### src/rtl/phys_free_list_pkg.sv
// Shared rename-stage types: physical register ids, free-list pointers and
// the sizing constants used by the free list and its checkpoint table.
package phys_free_list_pkg;

    localparam int PREG_W    = 7;
    localparam int NUM_PREGS = 128;
    localparam int NUM_AREGS = 32;
    localparam int NUM_CKPT  = 4;
    localparam int CKPT_W    = 2;
    localparam int PTR_W     = PREG_W + 1;

    typedef logic [PREG_W-1:0] preg_t;
    typedef logic [PTR_W-1:0]  fl_ptr_t;
    typedef logic [CKPT_W-1:0] ckpt_tag_t;

    // Pregs 0..NUM_AREGS-1 hold the architectural mapping, so the rest start free.
    localparam fl_ptr_t RESET_TAIL = fl_ptr_t'(NUM_PREGS - NUM_AREGS);
    localparam fl_ptr_t FULL_COUNT = fl_ptr_t'(NUM_PREGS);

    function automatic preg_t resetEntry(input int idx);
        return (idx < NUM_PREGS - NUM_AREGS) ? preg_t'(idx + NUM_AREGS) : preg_t'(0);
    endfunction

endpackage

### src/rtl/phys_free_list_ckpt_table.sv
// Per-branch snapshot of the free-list head pointer: one write port for the
// branch being renamed, one read port for mispredict recovery.
module fl_ckpt_table
    import phys_free_list_pkg::*;
(
    input  logic      clk,
    input  logic      reset,
    input  logic      wr_en,
    input  ckpt_tag_t wr_tag,
    input  fl_ptr_t   wr_ptr,
    input  ckpt_tag_t rd_tag,
    output fl_ptr_t   rd_ptr
);

    fl_ptr_t ckpt_q [NUM_CKPT];

    always_ff @(posedge clk or negedge reset) begin
        if (!reset) begin
            for (int i = 0; i < NUM_CKPT; i++) begin
                ckpt_q[i] <= '0;
            end
        end else if (wr_en) begin
            ckpt_q[wr_tag] <= wr_ptr;
        end
    end

    assign rd_ptr = ckpt_q[rd_tag];

endmodule

### src/rtl/phys_free_list.sv
// Circular free list of physical registers feeding rename, refilled by
// retirement and rewound in one cycle from a branch checkpoint on mispredict.
module phys_free_list
    import phys_free_list_pkg::*;
(
    input  logic       clk,
    input  logic       reset,
    input  logic       alloc_req,
    output logic       alloc_valid,
    output logic [6:0] alloc_preg,
    input  logic       free_en,
    input  logic [6:0] free_preg,
    input  logic       ckpt_en,
    input  logic [1:0] ckpt_tag,
    input  logic       mispredict,
    input  logic [1:0] mispredict_tag,
    output logic [7:0] free_count,
    output logic       overflow_err
);

    preg_t   mem_q [NUM_PREGS];
    fl_ptr_t head_q, head_d;
    fl_ptr_t tail_q, tail_d;
    logic    overflow_q, overflow_d;

    fl_ptr_t count;
    fl_ptr_t headAdvanced;
    fl_ptr_t ckptPtr;
    logic    allocFire;
    logic    freeValid;
    logic    listFull;
    logic    freeWrite;

    assign count        = tail_q - head_q;
    assign listFull     = (count == FULL_COUNT);
    // A recovering head is about to jump, so nothing may be granted this cycle.
    assign alloc_valid  = (count != '0) && !mispredict;
    assign allocFire    = alloc_req && alloc_valid;
    assign headAdvanced = head_q + fl_ptr_t'(allocFire);
    assign freeValid    = free_en && (free_preg != '0);
    assign freeWrite    = freeValid && !listFull;

    fl_ckpt_table u_ckpt (
        .clk    (clk),
        .reset  (reset),
        .wr_en  (ckpt_en && !mispredict),
        .wr_tag (ckpt_tag),
        .wr_ptr (headAdvanced),
        .rd_tag (mispredict_tag),
        .rd_ptr (ckptPtr)
    );

    always_comb begin
        head_d     = mispredict ? ckptPtr : headAdvanced;
        tail_d     = tail_q + fl_ptr_t'(freeWrite);
        overflow_d = overflow_q || (freeValid && listFull);
    end

    always_ff @(posedge clk or negedge reset) begin
        if (!reset) begin
            head_q     <= '0;
            tail_q     <= RESET_TAIL;
            overflow_q <= 1'b0;
        end else begin
            head_q     <= head_d;
            tail_q     <= tail_d;
            overflow_q <= overflow_d;
        end
    end

    always_ff @(posedge clk or negedge reset) begin
        if (!reset) begin
            for (int i = 0; i < NUM_PREGS; i++) begin
                mem_q[i] <= resetEntry(i);
            end
        end else if (freeWrite) begin
            mem_q[tail_q[PREG_W-1:0]] <= free_preg;
        end
    end

    assign alloc_preg   = mem_q[head_q[PREG_W-1:0]];
    assign free_count   = count;
    assign overflow_err = overflow_q;

endmodule

### config.mk
export PLATFORM = sky130hd
export DESIGN_NAME = phys_free_list
export DESIGN_NICKNAME = d
export VERILOG_FILES = /design/src/rtl/phys_free_list_pkg.sv /design/src/rtl/phys_free_list_ckpt_table.sv /design/src/rtl/phys_free_list.sv
export SDC_FILE = /design/constraint.sdc
export NUM_CORES = 1
export LEC_CHECK = 0
export BUFFER_PORTS_ARGS = -buffer_cell sky130_fd_sc_hd__buf_2
export CAP_MARGIN = 20
export CORE_ASPECT_RATIO = 1.75
export CORE_MARGIN = 8
export CORE_UTILIZATION = 60
export DETAILED_ROUTE_END_ITERATION = 16
export GPL_TIMING_DRIVEN = 0
export PLACE_DENSITY_LB_ADDON = 0.12
export SLEW_MARGIN = 0
export SYNTH_ARGS = -nofsm -noshare
export SYNTH_HDL_FRONTEND = slang
export SYNTH_SLANG_ARGS = --single-unit
### constraint.sdc
create_clock -name clk -period 5.6 [get_ports clk]
set_input_delay 1.12 -clock clk [delete_from_list [all_inputs] [get_ports clk]]
set_output_delay 1.12 -clock clk [all_outputs]
set_load 0.01 [all_outputs]
==> results of run 1 <==
==> metal layers <==
layer	share of wire	track usage
met5	0	0
met4	0.10	0.321
met3	0.073	0.0886
met2	0.48	0.617
met1	0.35	0.444
==> placed cells by master, fill, tap and decap left out, types with 45 or more instances in the layout <==
cell type,n
nand2_1,45
nand3_1,103
a22oi_1,48
dfstp_2,370
nor2_1,54
mux2i_1,107
clkbuf_16,91
mux2_2,717
clkbuf_1,166
a21oi_1,123
buf_2,52
dfrtp_1,572
mux2_1,189
mux4_2,188
a2111oi_4,45
==> flip-flops by register name, indices dropped and copies added (netlist names) <==
signal / count
head_q: 8
mem_q: 896
tail_q: 8
overflow_err: 1
u_ckpt.ckpt_q: 32
==> area by class of cell <==
cell class,instances,area share
tap,1020,0.0248
timing repair buffer,98,0.0208
inverter,15,0.00136
antenna,5,0.000243
buffer,244,0.0252
clock buffer,124,0.0501
clock inverter,40,0.0108
sequential,945,0.468
multi-input combinational,1855,0.399
==> final timing paths <==
kind	from	to	slack [ns]	cells after the start
setup / recovery	head_q[3]$_DFF_PN0_	alloc_preg[2]	-0.25	9
hold / removal	reset	mem_q[311]$_DFFE_PN0P_	0.41	1
setup reg to reg	head_q[4]$_DFF_PN0_	u_ckpt.ckpt_q[7]$_DFFE_PN0P_	0.59	17
hold reg to reg	mem_q[581]$_DFFE_PN0P_	mem_q[581]$_DFFE_PN0P_	0.49	1
max in group asynchronous	reset	mem_q[34]$_DFFE_PN0P_	2.52	5
min in group clk	mem_q[581]$_DFFE_PN0P_	mem_q[581]$_DFFE_PN0P_	0.49	1
==> report_power, final <==
group	switching, mW	total, mW	internal (mW)
Clock	2.74	6.56	3.83
Combinational	5.88	9.25	3.37
Sequential	0.736	9.24	8.50
==> timing repair <==
item / in CTS / in global routing
gates cloned: 0 / 0
setup buffers: 2 / 5
resized for setup: 101 / 26
setup endpoints to repair: 956 / 7
pin swaps: 1 / 1
==> metrics by stage <==
stage | TNS [ns] | hold slack [ns]
6_report | -0.380 | 0.413
5_1_grt | 0 | 0.473
4_1_cts | -0.0938 | 0.440
3_5_place_dp | -445.90 | 0.473
3_3_place_gp | - | 0.459
2_1_floorplan | 0 | 0.445
==> kinds of logic after synthesis <==
group,after synthesis,synth area share
buffers and inverters,264,0.0237
XOR/XNOR,16,0.00307
flip-flops,945,0.529
AND/OR/NAND/NOR,261,0.0273
AO/OA/AOI/OAI,363,0.0735
multiplexers,1203,0.340
adder cells (fa/ha/maj),12,0.00346
==> run_results.csv, run 1 <==
group,metric,value,unit
clocking,clockBufferDepth,3,
synthesis,ys_warn_count,0,
global_routing,grtUsageTotal,0.388,
detailed_routing,dr.pass1.iters,5,
power_and_ir_drop,finalPower,25.1,mW
final_layout,fin_cells,4346,
synthesis,synth_common_cells,"mux2_2, dfrtp_1, dfstp_2, mux2_1, mux4_2",
detailed_routing,ant_nets,0,
synthesis,synth_most_common_cell,"mux2_2",
sta,finalCriticalPeriod,5.85,ns
run,drv_cap,0,
floorplanning,core-area,0.0758,mm^2
critical_path,criticalPathCategory,"reg -> out",
floorplanning,pin_count,34,
final_layout,area_growth_syn_to_layout,12.9,%
detailed_routing,drtIter0Drc,2853,
synthesis,synth.yosys.seq_area_share,0.529,
sta,rsz0062_at_grt,"no",
sta,skew,0.0209,ns
final_layout,multi_input_area,0.0205,mm^2
clocking,insertion_delay,0.71,ns
final_layout,utilization,0.680,
synthesis,syn-num-nets,3093,
global_routing,globalRoute.totalOverflow,0,
clocking,holdBufCountCts,0,
critical_path,start_kind,"flop",
synthesis,ys_types,55,
place,place_area,0.0478,mm^2
global_routing,first_global_vias,31700,
critical_path,crit_family,"buffers and inverters",
floorplanning,die_area,0.0855,mm^2
critical_path,cpMaxStageDelayCell,"nor2_1",
place,dpl.hpwl,119000,um
critical_path,crit_buf_inv,5,
detailed_routing,routed_wl,163000,um
sta,setup_violations,3,
clocking,cts_tree,"done",
critical_path,worstPathArrival,4.73,ns
place,portBuffers,31,
sta,min_period_over_period,1.04,
floorplanning,die-width,224,um
final_layout,fillers,5434,
status,violations,"setup timing",
synthesis,syn_area,0.0456,mm^2
clocking,cts_sinks,945,
sta,timing.fmax,0.171,GHz
clocking,ctsRootBufferMaster,"clkbuf_16",
clocking,htreeDepth,3,
synthesis,synth_seq_cells,945,
critical_path,cp_max_fo,6,
detailed_routing,routedWlPerCell,37.6,um
final_layout,drive_gt1_frac,0.514,
floorplanning,die_h,381,um
clocking,clkTransAtPathRegs,0.06,ns
synthesis,synth.area.top_cells,"dfrtp_1, dfstp_2, mux2_2",
synthesis,yosysTopAreaCellShare,0.315,
sta,hold_violations,0,
global_routing,grt_max_degree,127,
floorplanning,core.rowCount,134,
place,place_congestion,1.04,
critical_path,end_kind,"output pin",
synthesis,synth-edff-count,0,
final_layout,register_area,0.0241,mm^2
detailed_routing,vias_per_cell,6.91,
sta,slew_violations,0,
status,outcome,"finished, violations left",
power_and_ir_drop,power.leakage,21.6,nW
place,dp_cells,4165,
sta,fin_ws,-0.251,ns
sta,tightest_slew,1.23,ns
global_routing,antenna_found_initial,3,
detailed_routing,drc,0,
place,dp_slack,-1.98,ns
synthesis,synth_top_area_cell,"dfrtp_1",
hold_path,hp-class,"in -> async",
synthesis,syn_inst,3064,
power_and_ir_drop,peakVddDrop,0.317,mV
sta,relSlewSlack,0.180,
synthesis,avgSynthCellArea,14.9,um^2
power_and_ir_drop,powerDensity,486,mW/mm^2
critical_path,crit_path_max_incr_delay,0.84,ns
final_layout,fin_area,0.0515,mm^2
synthesis,yosys_most_used_dff,"dfrtp_1",
clocking,cts_made_buffers,88,
critical_path,crit_chain,"inv_1 > nor2_1 > buf_6 > clkbuf_1 > buf_8 > a22oi_1 > a211oi_1 > o32a_1 > buf_2",
final_layout,fin_nets,3276,
global_routing,grt_pass1_wl,234000,um
critical_path,cp.required,4.48,ns
synthesis,async_flop_share,1.00,
detailed_routing,vias,30000,
floorplanning,initial_core_util,0.602,
(Power assumes the default switching activity.)
==> run 2: changes to the inputs <==
==> constraint.sdc (replaced) <==
create_clock -name clk -period 5.6 [get_ports clk]
set_input_delay 1.12 -clock clk [delete_from_list [all_inputs] [get_ports clk]]
set_output_delay 1.12 -clock clk [all_outputs]
set_load 0.05 [all_outputs]
==> run_results.csv, run 2 (synthesis gave the netlist of run 1 again) <==
group,metric,value,unit
sta,min_period_over_period,1.04,
detailed_routing,routed_wl,162000,um
hold_path,hp-class,"in -> async",
clocking,cts_made_buffers,86,
clocking,clkTransAtPathRegs,0.07,ns
final_layout,fin_cells,4338,
place,place_congestion,1.07,
clocking,holdBufCountCts,0,
final_layout,area_growth_syn_to_layout,12.5,%
clocking,cts_tree,"done",
floorplanning,die_h,381,um
place,dpl.hpwl,118000,um
place,dp_slack,-2.30,ns
detailed_routing,ant_nets,0,
sta,fin_ws,-0.210,ns
global_routing,antenna_found_initial,4,
power_and_ir_drop,powerDensity,488,mW/mm^2
critical_path,r2r_start,"head_q[2]$_DFF_PN0_",
place,dp_cells,4166,
power_and_ir_drop,peakVddDrop,0.379,mV
critical_path,critPathLaunch,"head_q[3]$_DFF_PN0_",
critical_path,reg2reg_to,"u_ckpt.ckpt_q[7]$_DFFE_PN0P_",
critical_path,start_kind,"flop",
critical_path,r2r_cells,17,
floorplanning,die-width,224,um
final_layout,fin_nets,3269,
sta,whs,0.457,ns
sta,tightest_slew,1.18,ns
place,portBuffers,31,
power_and_ir_drop,finalPower,25.1,mW
critical_path,end_kind,"output pin",
final_layout,drive_gt1_frac,0.514,
critical_path,worstPathArrival,4.69,ns
final_layout,reg_top3,"mem_q (896), u_ckpt.ckpt_q (32)",
global_routing,grt_max_degree,138,
detailed_routing,vias_per_cell,6.88,
critical_path,r2r_setup_slack,0.81,ns
global_routing,grt_pass1_wl,232000,um
sta,relSlewSlack,0.211,
sta,setup_violations,4,
floorplanning,core.rowCount,134,
floorplanning,core-area,0.0758,mm^2
global_routing,grtUsageTotal,0.385,
detailed_routing,drc,0,
clocking,cts_sinks,945,
run,drv_cap,0,
clocking,htreeDepth,3,
status,outcome,"finished, violations left",
critical_path,critPathCapture,"alloc_preg[3]",
sta,rsz0062_at_grt,"yes",
floorplanning,initial_core_util,0.602,
critical_path,cp_max_fo,10,
final_layout,largest_register_ffs,896,
final_layout,top_register,"mem_q",
critical_path,cp.required,4.48,ns
global_routing,globalRoute.totalOverflow,0,
status,violations,"setup timing",
floorplanning,die_area,0.0855,mm^2
clocking,ctsRootBufferMaster,"clkbuf_16",
sta,timing.fmax,0.172,GHz
detailed_routing,vias,29800,
detailed_routing,drtIter0Drc,2796,
critical_path,criticalPathCategory,"reg -> out",
detailed_routing,routedWlPerCell,37.4,um
global_routing,first_global_vias,31900,
clocking,clockBufferDepth,3,
sta,finalCriticalPeriod,5.81,ns
sta,slew_violations,0,
final_layout,layout_commonest_cell,"mux2_2",
floorplanning,pin_count,34,
sta,skew,0.0204,ns
sta,hold_violations,0,
final_layout,final_cell_mix,"mux2_2, dfrtp_1, dfstp_2, mux2_1, mux4_2",
power_and_ir_drop,power.leakage,21.5,nW
clocking,insertion_delay,0.69,ns
detailed_routing,dr.pass1.iters,6,
-- run 2: how the worst min path moves through the flow --
stage / end / depth (start not counted)
detailed placement: mem_q[833]$_DFFE_PN0P_ / 1
global route: mem_q[771]$_DFFE_PN0P_ / 1
global placement: u_ckpt.ckpt_q[5]$_DFFE_PN0P_ / 2
finish: mem_q[323]$_DFFE_PN0P_ / 1
floorplan: u_ckpt.ckpt_q[2]$_DFFE_PN0P_ / 2
CTS: mem_q[332]$_DFFE_PN0P_ / 1
-- run 2: worst max-delay path, cell delays in order, from the launching register on --
cell,delay (ns)
dfrtp_1,0.45
clkdlybuf4s15_2,0.51
nor2_1,0.32
clkbuf_2,0.55
clkbuf_2,0.47
buf_8,0.22
a21oi_1,0.09
a21oi_1,0.43
a21oi_1,0.19
a21oi_1,0.39
buf_2,0.34
-- run 2: metrics by stage --
stage / instance area [um^2] / setup TNS (ns) / utilization
finish: 51300 / -0.415 / 0.677
detailed placement: 47900 / -826.35 / 0.632
CTS: 51200 / 0 / 0.676
global route: 51300 / -0.0553 / 0.677
floorplan: 45600 / 0 / -
global placement: 47100 / - / 0.621
-- run 2: power breakdown --
group	switching (mW)	leakage (nW)	internal [mW]	total (mW)
registers	0.753	11.4	8.50	9.25
clock network	2.69	1.42	3.36	6.05
logic	6.33	8.62	3.43	9.75
-- run 2: what timing repair did --
item                       CTS  global route
setup buffers                4             0
setup endpoints to repair  956             7
pin swaps                    2             0
gates resized for setup    127            15
-- run 2: layout make-up --
cell class	count	area [um^2]
sequential	945	24100
tap	1020	1280
clock buffer	126	2590
multi-input combinational	1855	20600
inverter	15	66.3
buffer	243	1300
fill	5344	24500
clock inverter	34	270
antenna	6	15.0
timing repair buffer	94	1080
-- run 2: layer usage --
metal / global-route usage / vias to the layer above / routed length (um)
met4: 0.351 / 2 / 17700
li1: - / 11900 / -
met2: 0.607 / 1503 / 77300
met1: 0.429 / 15800 / 54600
met3: 0.0919 / 597 / 12600
met5: 0 / - / 13
